### src/rtl/axi4_video_frame_checker_pkg.sv
// -----------------------------------------------------------------------------
// axi4_video_frame_checker_pkg
//   Shared types and helpers for the AXI4-Stream video frame checker.
//   - state_e      : frame tracking state (waiting for SOF / inside a frame)
//   - err_evt_t    : single-cycle error events, one bit per error class
//   - cnt_width_req: minimum counter width needed for a given geometry
// -----------------------------------------------------------------------------
package axi4_video_frame_checker_pkg;

    typedef enum logic {
        WAIT_SOF = 1'b0,
        ACTIVE   = 1'b1
    } state_e;

    typedef struct packed {
        logic line_len;
        logic frame_len;
    } err_evt_t;

    // The pixel counter must reach X_ACTIVE, and the line counter must reach
    // Y_ACTIVE+1 so that a line overrun is still distinguishable.
    function automatic int unsigned cnt_width_req(input int unsigned x_active,
                                                  input int unsigned y_active);
        int unsigned max_val;
        max_val = (x_active > y_active + 1) ? x_active : y_active + 1;
        return $clog2(max_val + 1);
    endfunction

endpackage

### src/rtl/axi4_video_chk_err_lock.sv
// -----------------------------------------------------------------------------
// axi4_video_chk_err_lock
//   Sticky error flags and frame-lock tracking for the video frame checker.
//   Ports:
//     clk_i, rst_i      : clock, asynchronous active-high reset
//     err_evt_i         : error events detected on this cycle's beat
//     good_frame_i      : a frame has just closed cleanly
//     clr_err_i         : clears the sticky flags (an event on the same edge wins)
//     err_line_len_o    : sticky line-width error
//     err_frame_len_o   : sticky frame-height error
//     locked_o          : LOCK_FRAMES consecutive good frames since last error
// -----------------------------------------------------------------------------
module axi4_video_chk_err_lock
    import axi4_video_frame_checker_pkg::*;
#(
    parameter int LOCK_FRAMES = 2
) (
    input  logic     clk_i,
    input  logic     rst_i,
    input  err_evt_t err_evt_i,
    input  logic     good_frame_i,
    input  logic     clr_err_i,
    output logic     err_line_len_o,
    output logic     err_frame_len_o,
    output logic     locked_o
);

    localparam int GOOD_W = $clog2(LOCK_FRAMES + 1);
    localparam logic [GOOD_W-1:0] GOOD_MAX = GOOD_W'(LOCK_FRAMES);

    logic              err_line_len_q, err_line_len_d;
    logic              err_frame_len_q, err_frame_len_d;
    logic [GOOD_W-1:0] good_cnt_q, good_cnt_d;
    logic              locked_q, locked_d;
    logic              any_evt;

    assign any_evt = err_evt_i.line_len | err_evt_i.frame_len;

    always_comb begin
        // Clear first, then OR in the event so a coincident event keeps the flag.
        err_line_len_d  = (err_line_len_q  & ~clr_err_i) | err_evt_i.line_len;
        err_frame_len_d = (err_frame_len_q & ~clr_err_i) | err_evt_i.frame_len;

        good_cnt_d = good_cnt_q;
        if (any_evt) begin
            good_cnt_d = '0;
        end else if (good_frame_i && good_cnt_q != GOOD_MAX) begin
            good_cnt_d = good_cnt_q + 1'b1;
        end
        locked_d = (good_cnt_d == GOOD_MAX);
    end

    always_ff @(posedge clk_i or posedge rst_i) begin
        if (rst_i) begin
            err_line_len_q  <= 1'b0;
            err_frame_len_q <= 1'b0;
            good_cnt_q      <= '0;
            locked_q        <= 1'b0;
        end else begin
            err_line_len_q  <= err_line_len_d;
            err_frame_len_q <= err_frame_len_d;
            good_cnt_q      <= good_cnt_d;
            locked_q        <= locked_d;
        end
    end

    assign err_line_len_o  = err_line_len_q;
    assign err_frame_len_o = err_frame_len_q;
    assign locked_o        = locked_q;

endmodule

### config.mk
export PLATFORM = sky130hd
export DESIGN_NAME = axi4_video_chk_err_lock
export DESIGN_NICKNAME = d
export VERILOG_FILES = /design/src/rtl/axi4_video_frame_checker_pkg.sv /design/src/rtl/axi4_video_chk_err_lock.sv
export SDC_FILE = /design/constraint.sdc
export NUM_CORES = 1
export LEC_CHECK = 0
export CAP_MARGIN = 20
export CELL_PAD_IN_SITES_DETAIL_PLACEMENT = 0
export CELL_PAD_IN_SITES_GLOBAL_PLACEMENT = 2
export CORE_AREA = 2 2 39 41
export CTS_BUF_LIST = sky130_fd_sc_hd__clkbuf_16
export DETAILED_ROUTE_END_ITERATION = 10
export DIE_AREA = 0 0 41 43
export PLACE_DENSITY = 0.62
export SLEW_MARGIN = 20
export SYNTH_ARGS = -nofsm -noshare
export SYNTH_HDL_FRONTEND = slang
export SYNTH_SLANG_ARGS = --single-unit
### constraint.sdc
create_clock -name clk_i -period 3.15 [get_ports clk_i]
set_input_delay 0.4725 -clock clk_i [delete_from_list [all_inputs] [get_ports clk_i]]
set_output_delay 0.4725 -clock clk_i [all_outputs]
set_load 0.03 [all_outputs]
==> impl_metrics.yaml <==
die:
  die-area_sq_um: 1760
  dieWidth_um: 41
  start_util_pct: 16.6
  core_sq_um: 1380
  die_y_um: 43
  ioPinCount: 9
  row_count: 14
clock_tree:
  clk_latency_ps: 230
  post_cts_buffers: 0
  h-tree-depth: 1
  cts_tree: "built"
  cts-root-buf: "clkbuf_16"
  clock-sinks: 5
  path_clk_slew_ps: 30
  ctsResizeCount: 0
  cts_hold_buffers: 0
  cts.path.max_buffers: 2
  numCtsBuffers: 3
power:
  irDropWorstVdd_uv: 324
  leakagePower_uw: 0.000183
  powerDensity_nw_per_um2: 730
drt:
  met1_length_um: 185
  viasPerCell: 3.98
  routed_wl_um: 499
  met2WireLength_um: 239
  wire_per_inst_um: 10.4
  vias: 191
  highest_layer: "met4"
  drtIter0Drc: 1
  wl_met3_um: 58
  drc: 0
  drt_pass1_iterations: 2
  ant_nets: 0
setup_path:
  critical_path.top_delay_family: "buffers and inverters"
  crit_type: "flip-flop to primary output"
  crit_buf_inv: 1
  cp_slowest_stage_delay_ps: 690
  cp.arrival_ps: 1250
  worst_setup_path_start_kind: "flip-flop"
  worstPathRequired_ps: 2680
  crit_fanout: 2
  critPathCaptureType: "primary output"
  crit_chain: "clkdlybuf4s50_1"
  crit_path_top_delay_cell: "clkdlybuf4s50_1"
sta:
  period_needed_ps: 1720
  setup_viol: 0
  worst_pin_slew_ps: 327
  slew_violations: 0
  fmax_ghz: 0.581
  skew_ps: 1.55
  slew_headroom_pct: 78.1
  fin_crit_sh_pct: 54.7
  fin_tns_setup_ps: 0
  rsz0062_at_grt: "false"
  hold_violations: 0
synth:
  yosysTopAreaCell: "dfrtp_1"
  syn-num-nets: 27
  synth_common_cells: "5 x dfrtp_1, 3 x inv_1, 2 x a21o_1, 2 x nor3_1"
  synth_top_flop_cell: "dfrtp_1"
  synth_cell_types: 12
  ys_async_sr_fraction_pct: 100
  syn_area_per_cell_sq_um: 11.5
  yosysMostFrequentCell: "dfrtp_1"
  netlist_instances: 20
  synth_top_area_share_pct: 54.3
  synth_seq_area_share_pct: 54.3
  synth_area_leaders: "dfrtp_1 54%, a21o_1 6.5%, ha_1 5.4%"
  synth_edf_count: 0
  ys_ff_latch: 5
  synth_area_sq_um: 230
  yosys_warnings: 0
job:
  maxCapViolCount: 0
layout:
  drive_above_1_share_pct: 15.6
  areaGrowthSynthToFinish_pct: 77.7
  fin_area_sq_um: 409
  diodes: 0
  nNetsFinal: 40
grt:
  grt_usage_pct: 8.08
  grt_first_pass_wirelength_um: 890
  grt_antenna_before_repair: 0
  grt.overflow.total: 0
  grt_pass1_vias: 217
  grt_max_degree: 6
placement:
  placed_area_sq_um: 330
  io_buffers: 8
  gp_congestion: 0.645
min_path:
  hp-class: "input pin to asynchronous set/reset pin"
run_status:
  status: "complete, no violations"
where the power goes:
group | switching [uW] | internal (uW) | total [uW]
registers | 1.58 | 67.4 | 69.0
logic | 12.1 | 12.7 | 24.8
clock network | 40.8 | 164 | 205
total | 54.5 | 244 | 299
per-layer routing:
layer / vias to the layer above / track usage, %
li1: 90 / -
met2: 12 / 11.3
met4: 0 / 6.00
met5: - / 0
met3: 2 / 3.66
met1: 87 / 9.18
cells by family after synthesis:
group | share of synthesized area, %
buffers and inverters | 4.89
flip-flops | 54.3
AO/OA/AOI/OAI | 12.0
AND/OR/NAND/NOR | 19.6
XOR/XNOR | 3.81
adder cells (fa/ha/maj) | 5.43
final timing paths:
path	start	to	depth (start not counted)	slack (ps)
min in group clk_i	err_frame_len_o$_DFF_PP0_	err_frame_len_o$_DFF_PP0_	1	480
max	err_line_len_o$_DFF_PP0_	err_line_len_o	1	1430
max reg2reg	good_cnt_q[0]$_DFF_PP0_	locked_o$_DFF_PP0_	5	1870
min	rst_i	good_cnt_q[1]$_DFF_PP0_	2	450
max in group asynchronous	rst_i	locked_o$_DFF_PP0_	2	2530
min reg2reg	err_frame_len_o$_DFF_PP0_	err_frame_len_o$_DFF_PP0_	1	480
layout by cell type (no fill, tap or decap):
cell	synthesis	layout
dfrtp_1	5	5
a22oi_1	1	1
nor3b_2	1	1
nand2b_1	1	1
xnor2_1	1	1
a21oi_1	1	1
clkdlybuf4s50_1	0	8
nor3_1	2	2
inv_1	3	4
nor3_2	1	1
clkbuf_16	0	3
a21o_1	2	2
nor2b_1	1	1
ha_1	1	1
flip-flops by register name, summed over array words and instances (netlist names):
| name | cells |
|---|---|
| good_cnt_q | 2 |
| err_frame_len_o | 1 |
| err_line_len_o | 1 |
| locked_o | 1 |
metrics by stage:
| stage | setup WS, ps | power (uW) | util, % | hold WS (ps) | cells |
|---|---|---|---|---|---|
| 2_1_floorplan | 1970 | 81.5 | - | 251 | 20 |
| 3_3_place_gp | 1670 | 94.1 | 23.9 | 465 | 44 |
| 3_5_place_dp | 1660 | 94.7 | 23.9 | 472 | 44 |
| 4_1_cts | 1420 | 303 | 29.6 | 456 | 48 |
| 5_1_grt | 1380 | 309 | 29.6 | 482 | 48 |
| 6_report | 1430 | 299 | 29.6 | 446 | 48 |
cell type report:
| class | count | area (sq um) |
|---|---|---|
| multi-input cells | 12 | 93.8 |
| clock buffers | 3 | 75.1 |
| clock inverters | 1 | 3.75 |
| inverters | 3 | 11.3 |
| fillers | 144 | 975 |
| repair buffers | 8 | 80.1 |
| well taps | 16 | 20.0 |
| flip-flops and latches | 5 | 125 |
(Power assumes the default switching activity.)
